### src/rtl/mc_controller.sv
// Multicycle ARM-subset control unit.
// Main FSM, ALU decode, condition check and flag register.
module mc_controller (
  input  logic        clk,
  input  logic        reset,
  input  logic [31:0] Instr,
  input  logic [3:0]  ALUFlags,
  output logic        PCWrite,
  output logic        MemWrite,
  output logic        RegWrite,
  output logic        IRWrite,
  output logic        AdrSrc,
  output logic        ALUSrcA,
  output logic [1:0]  RegSrc,
  output logic [1:0]  ALUSrcB,
  output logic [1:0]  ResultSrc,
  output logic [1:0]  ImmSrc,
  output logic [1:0]  ALUControl
);

  typedef enum logic [3:0] {
    FETCH,
    DECODE,
    MEMADR,
    MEMRD,
    MEMWB,
    MEMWR,
    EXER,
    EXEI,
    ALUWB,
    BRANCH,
    UNKNOWN
  } state_t;

  state_t     state;
  state_t     state_n;
  logic [1:0] op;
  logic [3:0] cond;
  logic [3:0] cmd;
  logic       ibit;
  logic       sbit;
  logic       rd_pc;
  logic [3:0] flags;
  logic       fn;
  logic       fz;
  logic       fc;
  logic       fv;
  logic       condex;
  logic       condexr;
  logic [1:0] alu_op;
  logic       alu_known;
  logic       alu_arith;
  logic       exe;
  logic       flag_upd;
  logic       unused_bits;

  assign op    = Instr[27:26];
  assign cond  = Instr[31:28];
  assign cmd   = Instr[24:21];
  assign ibit  = Instr[25];
  assign sbit  = Instr[20];
  assign rd_pc = (Instr[15:12] == 4'hF);

  assign unused_bits = ^{Instr[19:16], Instr[11:0]};

  assign {fn, fz, fc, fv} = flags;

  always_comb begin
    condex = 1'b0;
    unique case (cond)
      4'h0: condex = fz;
      4'h1: condex = ~fz;
      4'h2: condex = fc;
      4'h3: condex = ~fc;
      4'h4: condex = fn;
      4'h5: condex = ~fn;
      4'h6: condex = fv;
      4'h7: condex = ~fv;
      4'h8: condex = fc & ~fz;
      4'h9: condex = ~fc | fz;
      4'hA: condex = (fn == fv);
      4'hB: condex = (fn != fv);
      4'hC: condex = ~fz & (fn == fv);
      4'hD: condex = fz | (fn != fv);
      4'hE: condex = 1'b1;
      4'hF: condex = 1'b0;
    endcase
  end

  // Unsupported commands fall back to ADD but never touch the flags.
  always_comb begin
    alu_op    = 2'b00;
    alu_known = 1'b1;
    case (cmd)
      4'b0100: alu_op = 2'b00;
      4'b0010: alu_op = 2'b01;
      4'b0000: alu_op = 2'b10;
      4'b1100: alu_op = 2'b11;
      default: alu_known = 1'b0;
    endcase
  end

  assign alu_arith = (cmd == 4'b0100) | (cmd == 4'b0010);
  assign exe       = (state == EXER) | (state == EXEI);
  assign flag_upd  = exe & condexr & sbit & alu_known;

  always_comb begin
    state_n = FETCH;
    unique case (state)
      FETCH:   state_n = DECODE;
      DECODE: begin
        unique case (op)
          2'b00: state_n = ibit ? EXEI : EXER;
          2'b01: state_n = MEMADR;
          2'b10: state_n = BRANCH;
          2'b11: state_n = UNKNOWN;
        endcase
      end
      MEMADR:  state_n = sbit ? MEMRD : MEMWR;
      MEMRD:   state_n = MEMWB;
      EXER:    state_n = ALUWB;
      EXEI:    state_n = ALUWB;
      default: state_n = FETCH;
    endcase
  end

  always_ff @(posedge clk) begin
    if (reset) begin
      state   <= FETCH;
      flags   <= 4'b0000;
      condexr <= 1'b0;
    end else begin
      state <= state_n;
      if (state == DECODE)
        condexr <= condex;
      if (flag_upd) begin
        flags[3:2] <= ALUFlags[3:2];
        if (alu_arith)
          flags[1:0] <= ALUFlags[1:0];
      end
    end
  end

  always_comb begin
    PCWrite    = 1'b0;
    MemWrite   = 1'b0;
    RegWrite   = 1'b0;
    IRWrite    = 1'b0;
    AdrSrc     = 1'b0;
    ALUSrcA    = 1'b0;
    ALUSrcB    = 2'b00;
    ResultSrc  = 2'b00;
    ALUControl = 2'b00;
    unique case (state)
      FETCH: begin
        IRWrite   = 1'b1;
        ALUSrcA   = 1'b1;
        ALUSrcB   = 2'b10;
        ResultSrc = 2'b10;
        PCWrite   = 1'b1;
      end
      DECODE: begin
        ALUSrcA   = 1'b1;
        ALUSrcB   = 2'b10;
        ResultSrc = 2'b10;
      end
      MEMADR: ALUSrcB = 2'b01;
      MEMRD:  AdrSrc  = 1'b1;
      MEMWR: begin
        AdrSrc   = 1'b1;
        MemWrite = condexr;
      end
      MEMWB: begin
        ResultSrc = 2'b01;
        RegWrite  = condexr;
        PCWrite   = condexr & rd_pc;
      end
      EXER: ALUControl = alu_op;
      EXEI: begin
        ALUSrcB    = 2'b01;
        ALUControl = alu_op;
      end
      ALUWB: begin
        RegWrite = condexr;
        PCWrite  = condexr & rd_pc;
      end
      BRANCH: begin
        ALUSrcB   = 2'b01;
        ResultSrc = 2'b10;
        PCWrite   = condexr;
      end
      default: ;
    endcase
    // Reset kills every enable, even mid-instruction.
    if (reset) begin
      PCWrite  = 1'b0;
      MemWrite = 1'b0;
      RegWrite = 1'b0;
      IRWrite  = 1'b0;
    end
  end

  assign ImmSrc = op;
  assign RegSrc = {op == 2'b01, op == 2'b10};

endmodule
### config.mk
export PLATFORM = sky130hd
export DESIGN_NAME = mc_controller
export DESIGN_NICKNAME = d
export VERILOG_FILES = /design/src/rtl/mc_controller.sv
export SDC_FILE = /design/constraint.sdc
export NUM_CORES = 1
export LEC_CHECK = 0
export CAP_MARGIN = 20
export CORE_ASPECT_RATIO = 0.6
export CORE_UTILIZATION = 30
export CTS_CLUSTER_SIZE = 28
export DETAILED_ROUTE_END_ITERATION = 8
export PLACE_DENSITY = 0.76
export SYNTH_ARGS = -nofsm -noshare
export SYNTH_HDL_FRONTEND = slang
export SYNTH_SLANG_ARGS = --single-unit
### constraint.sdc
create_clock -name clk -period 1.55 [get_ports clk]
set_input_delay 0.31 -clock clk [delete_from_list [all_inputs] [get_ports clk]]
set_output_delay 0.31 -clock clk [all_outputs]
set_load 0.02 [all_outputs]
==> impl_metrics.py <==
metrics = {
    "final_layout": {
        "final_cell_mix": "buf_4 (30), nor2_1 (15), clkdlybuf4s50_1 (14), buf_6 (14), dlygate4sd2_1 (7)",
        "nets": 200,
        "layout_commonest_cell": "buf_4",
        "regArea_um2": 191.4,
        "diodes": 0,
        "area_growth_pct": 118.2,
        "fin_area_um2": 1543,
        "final_util_pct": 70.26,
        "fill_cells": 160,
        "multiInputGateArea_um2": 624.3,
        "layout-drive-gt1-share_pct": 51.55,
        "layout.cells.non_filler": 191,
    },
    "worst_setup_path": {
        "required_ns": 1.24,
        "cp_slowest_stage_delay_ns": 0.48,
        "cp_slowest_cell": "clkdlybuf4s50_1",
        "cp-start-kind": "input port",
        "crit_arrival_ns": 1.44,
        "endpoint_kind": "primary output",
        "crit_chain": "clkdlybuf4s50_1 > nor2b_1 > nor4_4 > buf_4",
        "path_class": "in2out",
        "crit_path_max_fanout": 5,
    },
    "grt": {
        "grt_remaining_overflow": 0,
        "grt_max_degree": 11,
        "grt_pass1_vias": 814,
        "antenna_found_initial": 0,
        "grt_pass1_wl_um": 3877,
        "grtUsageTotal_pct": 21.42,
    },
    "pwr": {
        "seqPwrFrac_pct": 26.9,
        "p_sw_mw": 0.3401,
        "p_int_mw": 0.6762,
        "combPwrFrac_pct": 45.9,
        "p_leak_nw": 0.6473,
        "pwr-share-clk_pct": 27.2,
        "ir_drop_mv": 0.3148,
        "switching_share_pct": 33.47,
        "powerDensity_nw_per_um2": 658.8,
    },
    "routing": {
        "drtIter0Drc": 50,
        "via_count": 960,
        "wire_per_inst_um": 15.20,
        "ant_nets": 0,
        "first_pass_iters": 4,
        "vias_per_cell": 5.026,
        "post-route-drc-count": 0,
        "wl_um": 2904,
    },
    "timing": {
        "tns_ns": -1.488,
        "rsz0062_at_grt": "yes",
        "period_needed_ns": 1.752,
        "drv_slew": 0,
        "maxSlewHeadroom_pct": 79.92,
        "finalHoldViolCount": 0,
        "min_period_over_period_pct": 113.0,
        "setup_ws_ns": -0.2019,
        "setup_viol": 12,
        "hold_slack_ns": 0.5074,
        "worst_clock_skew_ns": 0.002284,
        "worst_slew_pin_slew_ns": 0.3006,
        "fmax_mhz": 570.8,
    },
    "placement": {
        "dpl.hpwl_um": 1929,
        "dpl_cell_area_um2": 1304,
        "io_buffer_count": 37,
        "gp_congestion": 0.8006,
        "dp_cells": 175,
    },
    "clock_network": {
        "clkTransAtPathRegs_ns": 0.05,
        "postCtsHoldBufs": 0,
        "numCtsBuffers": 3,
        "cts_tree": "done",
        "ctsRootBufferMaster": "clkbuf_8",
        "clkSinkCount": 9,
        "clockBufferDepth": 2,
        "h-tree-depth": 1,
        "clkLatencyLatePin_ns": 0.24,
    },
    "synth": {
        "ys.warnings.count": 0,
        "async_flop_share_pct": 0,
        "ys_seq_area_share_pct": 25.49,
        "avgSynthCellArea_um2": 7.768,
        "syn_area_um2": 706.9,
        "synth-seq-cells": 9,
        "syn-num-nets": 129,
        "syn_inst": 91,
        "synth_edf_count": 0,
        "synthFlopType": "dfxtp_1",
        "synthDistinctLibCells": 33,
    },
    "floorplanning": {
        "io_pins": 54,
        "rows": 13,
        "chipHeight_um": 39.60,
        "core_area_um2": 2196,
        "die_x_um": 64.67,
        "start_util_pct": 32.19,
        "die_area_um2": 2561,
    },
    "flow_run": {
        "max_cap_violations": 0,
    },
    "run_status": {
        "violations": "setup timing",
        "status": "complete, but fails checks",
    },
    "min_path": {
        "hold_path.class": "reg2reg",
    },
}
==> registers in the layout (all words and copies together), names as in the netlist <==
register  count
flags         4
state         4
condexr       1
==> kinds of logic (layout without fill, tap and decap cells) <==
| family | count (synthesis) | in the layout | share of synthesized area (%) |
|---|---|---|---|
| simple gates | 47 | 47 | 36.82 |
| compound gates | 16 | 16 | 17.35 |
| flops | 9 | 9 | 25.49 |
| buf+inv | 8 | 78 | 6.018 |
| xor+xnor | 7 | 7 | 8.673 |
| mux | 4 | 4 | 5.664 |
==> power by group through the flow <==
| stage | clock, mW | sequential (mW) | combinational [mW] |
|---|---|---|---|
| 5_1_grt | 0.295 | 0.275 | 0.490 |
| 2_1_floorplan | 0 | 0.256 | 0.181 |
| 3_5_place_dp | 0 | 0.266 | 0.390 |
| 3_3_place_gp | 0 | 0.266 | 0.382 |
| 4_1_cts | 0.279 | 0.266 | 0.386 |
| 6_report | 0.277 | 0.273 | 0.466 |
==> synthesized netlist by cell type, types with 2 or more instances <==
cell | n | share of area (%)
inv_1 | 2 | 1.1
nand3_1 | 2 | 1.4
xnor2_1 | 2 | 2.5
nor2b_1 | 4 | 3.5
o32ai_1 | 2 | 2.5
clkbuf_1 | 2 | 1.1
nand2_1 | 5 | 2.7
nor3_1 | 7 | 5.0
nor2_1 | 16 | 8.5
mux2i_1 | 4 | 5.7
dfxtp_1 | 9 | 25
a21oi_1 | 5 | 3.5
nand2b_1 | 3 | 2.7
or3_1 | 2 | 1.8
buf_4 | 3 | 3.2
xor2_1 | 5 | 6.2
o21ai_0 | 2 | 1.4
==> critical path, delay by kind of cell <==
| kind | cells | cell delay, ns |
|---|---|---|
| buffers and inverters | 2 | 0.66 |
| and+or+nand+nor | 2 | 0.48 |
==> stage by stage <==
step                      setup WS [ns]  total power [mW]
after global placement          -0.7867            0.6474
after CTS                       -0.2596            0.9313
final                           -0.2019             1.016
after global routing            -0.2595             1.060
after floorplan                 -0.1222            0.4374
after detailed placement        -0.8160            0.6562
==> timing repair <==
| item | 4_1_cts | 5_1_grt |
|---|---|---|
| pin swaps | 8 | 10 |
| gates resized for setup | 89 | 34 |
| setup endpoints to repair | 20 | 16 |
| setup buffers | 1 | 11 |
| cloned | 0 | 0 |
==> layout make-up <==
| type | count | area share, % |
|---|---|---|
| multi-input combinational | 74 | 40.47 |
| timing repair buffer | 72 | 41.28 |
| inverter | 2 | 0.4866 |
| tap | 30 | 2.433 |
| clock buffer | 4 | 2.920 |
| sequential | 9 | 12.41 |
==> metal layers <==
| metal | track usage [%] | wire length (um) | vias up |
|---|---|---|---|
| met5 | 0 | 0 | - |
| met1 | 27.43 | 1325 | 455 |
| met3 | 3.779 | 142 | 6 |
| li1 | - | - | 464 |
| met4 | 7.778 | 44 | 0 |
| met2 | 36.84 | 1393 | 35 |
==> path summary, 6_finish.rpt <==
check | startpoint | endpoint | slack (ns) | cells after the start
max reg2reg | state[1]$_SDFF_PP0_ | flags[2]$_SDFFE_PP0P_ | -0.17 | 6
min reg2reg | flags[1]$_SDFFE_PP0P_ | flags[1]$_SDFFE_PP0P_ | 0.51 | 2
max | Instr[24] | ALUControl[1] | -0.20 | 4
min | flags[1]$_SDFFE_PP0P_ | flags[1]$_SDFFE_PP0P_ | 0.51 | 2
No activity file was read; power rests on OpenSTA's default activity.
